<file path="src/rtl/cycle_watch_if.sv">
// cycle_watch_if: run-control / cycle-accounting bus between the core side and cycle_watch.
`timescale 1ns/1ps

interface cycle_watch_if #(
  parameter int unsigned CNT_W  = 32,
  parameter int unsigned NUM_CH = 4,
  parameter int unsigned PC_W   = 32
);
  localparam int unsigned SEL_W = (NUM_CH > 1) ? $clog2(NUM_CH) : 1;

  logic [PC_W-1:0]   pc_i;
  logic [NUM_CH-1:0] ev_i;
  logic              clear_i;
  logic              freeze_i;
  logic [SEL_W-1:0]  sel_i;
  logic [CNT_W-1:0]  cycle_cnt_o;
  logic [CNT_W-1:0]  ch_cnt_o;
  logic              stall_o;
  logic              stall_seen_o;
  logic [PC_W-1:0]   stall_pc_o;

  modport master (
    output pc_i, ev_i, clear_i, freeze_i, sel_i,
    input  cycle_cnt_o, ch_cnt_o, stall_o, stall_seen_o, stall_pc_o
  );

  modport slave (
    input  pc_i, ev_i, clear_i, freeze_i, sel_i,
    output cycle_cnt_o, ch_cnt_o, stall_o, stall_seen_o, stall_pc_o
  );
endinterface

</file>
<file path="src/rtl/cycle_watch.sv">
// cycle_watch: stretched SoC reset, cycle/event counting and PC-stall detection.
// Optional feature macro CYCLE_WATCH_SAT_EN: counters saturate instead of wrapping.
`timescale 1ns/1ps

module cycle_watch #(
  parameter int unsigned CNT_W       = 32,
  parameter int unsigned NUM_CH      = 4,
  parameter int unsigned PC_W        = 32,
  parameter int unsigned STALL_LIMIT = 1024,
  parameter int unsigned RST_HOLD    = 16
) (
  input  logic          clk_in,
  input  logic          rst_n,
  output logic          sys_rst_n_o,
  cycle_watch_if.slave  bus
);
  localparam int unsigned SEL_W   = (NUM_CH > 1) ? $clog2(NUM_CH) : 1;
  localparam int unsigned HOLD_W  = $clog2(RST_HOLD + 1);
  localparam int unsigned STALL_W = $clog2(STALL_LIMIT);
  localparam logic [STALL_W-1:0] LIMIT_M1 = STALL_W'(STALL_LIMIT - 1);
  localparam logic [HOLD_W-1:0]  HOLD_M1  = HOLD_W'(RST_HOLD - 1);

  typedef enum logic [1:0] {ST_HOLD, ST_RUN, ST_STALL} state_t;

  state_t              r_state;
  state_t              w_next_state;
  logic [1:0]          r_sync;
  logic [HOLD_W-1:0]   r_hold_cnt;
  logic                r_sys_rst_n;
  logic [PC_W-1:0]     r_pc_prev;
  logic [STALL_W-1:0]  r_stall_cnt;
  logic [STALL_W-1:0]  w_stall_cnt_nxt;
  logic                w_pc_eq;
  logic                w_active;
  logic                w_enter_stall;
  logic [CNT_W-1:0]    r_cycle_cnt;
  logic [CNT_W-1:0]    r_ch_cnt [NUM_CH];
  logic [CNT_W-1:0]    w_ch_cnt;
  logic                r_stall;
  logic                r_stall_seen;
  logic [PC_W-1:0]     r_stall_pc;

  // Counter increment: wraps by default, saturates at all-ones when enabled.
  function automatic logic [CNT_W-1:0] f_inc(input logic [CNT_W-1:0] v);
`ifdef CYCLE_WATCH_SAT_EN
    return (v == '1) ? v : v + CNT_W'(1);
`else
    return v + CNT_W'(1);
`endif
  endfunction

  // Two-flop reset synchroniser; asserts asynchronously, releases on clk_in.
  always_ff @(posedge clk_in or negedge rst_n) begin
    if (!rst_n) r_sync <= 2'b00;
    else        r_sync <= {r_sync[0], 1'b1};
  end

  // FSM state register.
  always_ff @(posedge clk_in or negedge rst_n) begin
    if (!rst_n) r_state <= ST_HOLD;
    else        r_state <= w_next_state;
  end

  // Next state, stall-counter update and stall-entry strobe.
  always_comb begin
    w_next_state    = r_state;
    w_active        = 1'b0;
    w_enter_stall   = 1'b0;
    w_pc_eq         = (bus.pc_i == r_pc_prev);
    w_stall_cnt_nxt = '0;
    if (w_pc_eq) begin
      w_stall_cnt_nxt = (r_stall_cnt == LIMIT_M1) ? r_stall_cnt : r_stall_cnt + STALL_W'(1);
    end
    case (r_state)
      ST_HOLD: begin
        if (r_sync[1] && (r_hold_cnt == HOLD_M1)) w_next_state = ST_RUN;
      end
      ST_RUN: begin
        w_active = 1'b1;
        if (!bus.clear_i && w_pc_eq && (w_stall_cnt_nxt == LIMIT_M1)) begin
          w_next_state  = ST_STALL;
          w_enter_stall = 1'b1;
        end
      end
      ST_STALL: begin
        w_active = 1'b1;
        if (bus.clear_i || !w_pc_eq) w_next_state = ST_RUN;
      end
      default: w_next_state = ST_HOLD;
    endcase
  end

  // Hold counter runs once the synchroniser output is high; registered status outputs.
  always_ff @(posedge clk_in or negedge rst_n) begin
    if (!rst_n) begin
      r_hold_cnt  <= '0;
      r_sys_rst_n <= 1'b0;
      r_stall     <= 1'b0;
      r_pc_prev   <= '0;
    end else begin
      if ((r_state == ST_HOLD) && r_sync[1]) r_hold_cnt <= r_hold_cnt + HOLD_W'(1);
      r_sys_rst_n <= (w_next_state != ST_HOLD);
      r_stall     <= (w_next_state == ST_STALL);
      r_pc_prev   <= bus.pc_i;
    end
  end

  // Consecutive unchanged-PC counter, only meaningful outside HOLD.
  always_ff @(posedge clk_in or negedge rst_n) begin
    if (!rst_n)                     r_stall_cnt <= '0;
    else if (!w_active || bus.clear_i) r_stall_cnt <= '0;
    else                            r_stall_cnt <= w_stall_cnt_nxt;
  end

  // Cycle and per-channel event counters; clear beats increment, freeze pauses.
  always_ff @(posedge clk_in or negedge rst_n) begin
    if (!rst_n) begin
      r_cycle_cnt <= '0;
      for (int k = 0; k < int'(NUM_CH); k++) r_ch_cnt[k] <= '0;
    end else if (w_active) begin
      if (bus.clear_i) begin
        r_cycle_cnt <= '0;
        for (int k = 0; k < int'(NUM_CH); k++) r_ch_cnt[k] <= '0;
      end else if (!bus.freeze_i) begin
        r_cycle_cnt <= f_inc(r_cycle_cnt);
        for (int k = 0; k < int'(NUM_CH); k++) begin
          if (bus.ev_i[k]) r_ch_cnt[k] <= f_inc(r_ch_cnt[k]);
        end
      end
    end
  end

  // Sticky stall flag and captured PC of the most recent stall entry.
  always_ff @(posedge clk_in or negedge rst_n) begin
    if (!rst_n) begin
      r_stall_seen <= 1'b0;
      r_stall_pc   <= '0;
    end else if (w_active) begin
      if (bus.clear_i) begin
        r_stall_seen <= 1'b0;
        r_stall_pc   <= '0;
      end else if (w_enter_stall) begin
        r_stall_seen <= 1'b1;
        r_stall_pc   <= bus.pc_i;
      end
    end
  end

  // Channel readback mux; out-of-range selects read zero.
  always_comb begin
    w_ch_cnt = '0;
    for (int k = 0; k < int'(NUM_CH); k++) begin
      if (bus.sel_i == SEL_W'(k)) w_ch_cnt = r_ch_cnt[k];
    end
  end

  assign sys_rst_n_o      = r_sys_rst_n;
  assign bus.cycle_cnt_o  = r_cycle_cnt;
  assign bus.ch_cnt_o     = w_ch_cnt;
  assign bus.stall_o      = r_stall;
  assign bus.stall_seen_o = r_stall_seen;
  assign bus.stall_pc_o   = r_stall_pc;
endmodule

</file>
<file path="src/flat_wrapper.sv">
// flat-port wrapper written by rule: the top's interface ports become plain ports
module cycle_watch_flat 
#(
  parameter int unsigned CNT_W       = 32,
  parameter int unsigned NUM_CH      = 4,
  parameter int unsigned PC_W        = 32,
  parameter int unsigned STALL_LIMIT = 1024,
  parameter int unsigned RST_HOLD    = 16
)
  (clk_in, rst_n, sys_rst_n_o, bus_pc_i, bus_ev_i, bus_clear_i, bus_freeze_i, bus_sel_i, bus_cycle_cnt_o, bus_ch_cnt_o, bus_stall_o, bus_stall_seen_o, bus_stall_pc_o);
  cycle_watch_if #(.CNT_W(CNT_W), .NUM_CH(NUM_CH), .PC_W(PC_W)) bus_i ();
  input  logic clk_in;
  input  logic rst_n;
  output logic sys_rst_n_o;
  input wire logic [$bits(bus_i.pc_i)-1:0] bus_pc_i;
  input wire logic [$bits(bus_i.ev_i)-1:0] bus_ev_i;
  input wire logic [$bits(bus_i.clear_i)-1:0] bus_clear_i;
  input wire logic [$bits(bus_i.freeze_i)-1:0] bus_freeze_i;
  input wire logic [$bits(bus_i.sel_i)-1:0] bus_sel_i;
  output wire logic [$bits(bus_i.cycle_cnt_o)-1:0] bus_cycle_cnt_o;
  output wire logic [$bits(bus_i.ch_cnt_o)-1:0] bus_ch_cnt_o;
  output wire logic [$bits(bus_i.stall_o)-1:0] bus_stall_o;
  output wire logic [$bits(bus_i.stall_seen_o)-1:0] bus_stall_seen_o;
  output wire logic [$bits(bus_i.stall_pc_o)-1:0] bus_stall_pc_o;
  assign bus_i.pc_i = bus_pc_i;
  assign bus_i.ev_i = bus_ev_i;
  assign bus_i.clear_i = bus_clear_i;
  assign bus_i.freeze_i = bus_freeze_i;
  assign bus_i.sel_i = bus_sel_i;
  assign bus_cycle_cnt_o = bus_i.cycle_cnt_o;
  assign bus_ch_cnt_o = bus_i.ch_cnt_o;
  assign bus_stall_o = bus_i.stall_o;
  assign bus_stall_seen_o = bus_i.stall_seen_o;
  assign bus_stall_pc_o = bus_i.stall_pc_o;
  cycle_watch #(.CNT_W(CNT_W), .NUM_CH(NUM_CH), .PC_W(PC_W), .STALL_LIMIT(STALL_LIMIT), .RST_HOLD(RST_HOLD)) u_core (.clk_in(clk_in), .rst_n(rst_n), .sys_rst_n_o(sys_rst_n_o), .bus(bus_i));
endmodule
</file>
<file path="config.mk">
export PLATFORM = sky130hd
export DESIGN_NAME = cycle_watch_flat
export DESIGN_NICKNAME = d
export VERILOG_FILES = /design/src/rtl/cycle_watch_if.sv /design/src/rtl/cycle_watch.sv /design/src/flat_wrapper.sv
export SDC_FILE = /design/constraint.sdc
export NUM_CORES = 1
export LEC_CHECK = 0
export BUFFER_PORTS_ARGS = -buffer_cell sky130_fd_sc_hd__buf_2
export CORE_ASPECT_RATIO = 0.7
export CORE_MARGIN = 3
export CORE_UTILIZATION = 40
export DETAILED_ROUTE_END_ITERATION = 10
export HOLD_SLACK_MARGIN = 0.1
export PLACE_DENSITY_LB_ADDON = 0.15
export SLEW_MARGIN = 30
export SYNTH_ARGS = -nofsm -noshare
export SYNTH_HDL_FRONTEND = slang
export SYNTH_SLANG_ARGS = --single-unit
export TNS_END_PERCENT = 30
</file>
<file path="constraint.sdc">
create_clock -name clk_in -period 2.6 [get_ports clk_in]
set_input_delay 0.13 -clock clk_in [delete_from_list [all_inputs] [get_ports clk_in]]
set_output_delay 0.13 -clock clk_in [all_outputs]
set_load 0.05 [all_outputs]
</file>
==> out/metrics.cfg <==
[global_routing]
grt_overflow=0
antenna_found_initial=2
first_global_vias=9221
grt_pass1_wl_um=51980
grt_max_degree=121
grtUsageTotal=0.1908

[timing]
fin_skew_ns=0.007049
timing.final.hold_violations=0
hold_ws_ns=0.1086
period_share=0.9178
period_minus_slack_ns=2.386
max_freq_mhz=419.1
maxSlewViolCount=0
slew_headroom=0.5978
tightest_slew_ns=0.6034
setup_viol=0
setup_tns_ns=0
layout_setup_ws_ns=0.2138
rsz0062_at_grt=false

[placement]
dp_hpwl_um=21860
pre_cts_slack_ns=0.1445
place_area_sq_um=13980
place_inst=1709
gp_congestion=0.7976
portBuffers=140

[routing]
dr_total_vias=9442
drt_iter0_drc=724
drc=0
totalWireLength_um=31870
wire_per_inst_um=17.71
ant_nets=0
firstDrtPassIters=5
detail_route.vias_per_cell=5.246

[yosys]
synth_compound_area_frac=0.05444
ys_ff_latch=246
synth_top_family_by_area=simple AND/OR/NAND/NOR gates
yosysWarnings=0
synth_top_cells_by_count=246 x dfrtp_1, 145 x nor2_1, 117 x xor2_1
syn_nets=1213
synth_top_area_frac=0.4905
synth_seq_area_share=0.4905
muxShareOfSynthArea=0.1022
synth_edf_count=0
syn_area_per_cell_sq_um=10.83
netlist_instances=1159
synth-main-ff-cell=dfrtp_1
async_flop_share=1.000
synth.distinct_cells=59
synth_xor_xnor_area_share=0.1110
synth_area_sq_um=12550
yosys.area_share.simple=0.2052
synth.most_common_cell=dfrtp_1
yosys.area.top_type=dfrtp_1
synth_area_leaders=dfrtp_1 49%, xor2_1 8.2%, mux4_2 5.7%, nor2_1 4.3%, mux2_4 3.5%
synthAdderAreaFrac=0.01196

[final_layout]
drive_above_1_share=0.2323
syn2layout_area_growth_pct=22.29
fin_nets=1420
final_cell_area_sq_um=15350
postLayoutCoreUtil=0.5042
layout.cells.non_filler=1800

[clock_tree]
clock-sinks=246
cts_tree=done
clock_path_buffers=3
numCtsBuffers=26
htreeDepth=1
cts-root-buf=clkbuf_16
cts.clk_slew.worst_paths_ns=0.06
worst_skew_pair.late_latency_ns=0.54

[critical_path]
crit_required_ns=3.02
crit_fanout=15
crit_path_start_kind=flop
worstSetupPathType=flop to flop
cp.arrival_ns=2.80
cp-end-kind=flop

[die]
die_y_um=154.2
start_util=0.4123
fp.dieW_um=217.7
num_rows=53
io_pins=141
core_area_sq_um=30440
die_area_sq_um=33570

[power]
leakagePower_nw=7.198
finalPower_mw=10.08
ir_drop_mv=0.4591
pwr_density_cell_nw_per_um2=656.7

[flow_run]
drv_cap=0

[outcome]
outcome=finished, final reports clean

[hold_path]
hold_class=primary input to async pin

==> area by class of cell <==
| class | instances | area (sq um) |
|---|---|---|
| well taps | 412 | 515.5 |
| inverters | 24 | 90.09 |
| clock buffers | 37 | 783.3 |
| multi-input cells | 841 | 6111 |
| fillers | 2773 | 15090 |
| clock inverters | 11 | 130.1 |
| diodes | 2 | 5.005 |
| repair buffers | 227 | 1556 |
| flip-flops and latches | 246 | 6156 |
==> registers in the layout, indices dropped and copies added, names as in the netlist <==
name / count
u_core.r_pc_prev: 32
u_core.r_hold_cnt: 5
u_core.bus.cycle_cnt_o: 32
u_core.bus.stall_o: 1
u_core.bus.stall_seen_o: 1
u_core.r_ch_cnt: 128
u_core.r_sync: 2
u_core.sys_rst_n_o: 1
u_core.bus.stall_pc_o: 32
u_core.r_state: 2
u_core.r_stall_cnt: 10
==> what timing repair did <==
action                                  in CTS  in global routing
setup buffers                                0                  0
hold buffers                                40                  0
endpoints found under the setup margin       0                 38
resized for setup                            0                  5
endpoints found under the hold margin      292                  0
==> final timing paths <==
path,from,end,slack [ns],cells past startpoint
worst max-delay path,u_core.r_stall_cnt[1]$_DFF_PN0_,u_core.bus.stall_pc_o[21]$_DFFE_PN0P_,0.21,7
worst min-delay path,rst_n,u_core.r_ch_cnt[122]$_DFFE_PN0P_,0.11,2
worst max register to register,u_core.r_stall_cnt[1]$_DFF_PN0_,u_core.bus.stall_pc_o[21]$_DFFE_PN0P_,0.21,7
worst min register to register,u_core.r_sync[0]$_DFF_PN0_,u_core.r_sync[1]$_DFF_PN0_,0.36,0
max in group asynchronous,rst_n,u_core.r_ch_cnt[37]$_DFFE_PN0P_,1.57,3
min in group clk_in,bus_pc_i[13],u_core.r_pc_prev[13]$_DFF_PN0_,0.27,2
==> cell families after synthesis <==
group	count (synthesis)
muxes	73
AOI/OAI and AO/OA	107
buffers and inverters	72
xor gates and xnor gates	159
DFF	246
adders and majority gates	12
other	1
and+or+nand+nor	489
==> where the power goes <==
part           switching, mW  internal, mW
registers              0.289          4.07
logic                   1.12         0.650
clock network           1.56          2.39
total                   2.97          7.11
==> worst max-delay path, stage by stage, from the launching register on <==
cell and delay [ns]:
dfrtp_1 0.44, ha_1 0.21, buf_4 0.15, o41a_1 0.47, nor3_2 0.24, nand4_4 0.19
clkbuf_16 0.25, mux2_4 0.31
==> layout by cell type, fill, tap and decap left out, types with 14 or more instances in the layout <==
cell and count:
inv_1 24, dfrtp_1 246, nand2_1 64, and3_1 24, nor2_1 145, and4_1 14, dlygate4sd3_1 40, nor4_1 16
o21ai_0 30, nor3_1 17, a21oi_1 30, buf_2 139, xor2_1 117, nand3_1 67, clkbuf_16 28, mux4_2 32
buf_4 40, or3_1 22, nand4_1 37, mux2_4 29, nor2b_1 44, xnor2_1 42
==> routing by layer <==
layer,vias to the layer above,track usage,routed length [um]
li1,4508,-,-
met1,4721,0.3076,16540
met2,179,0.2702,13440
met3,34,0.03181,1418
met4,0,0.03445,473
met5,-,0,0
(Power assumes the default switching activity.)
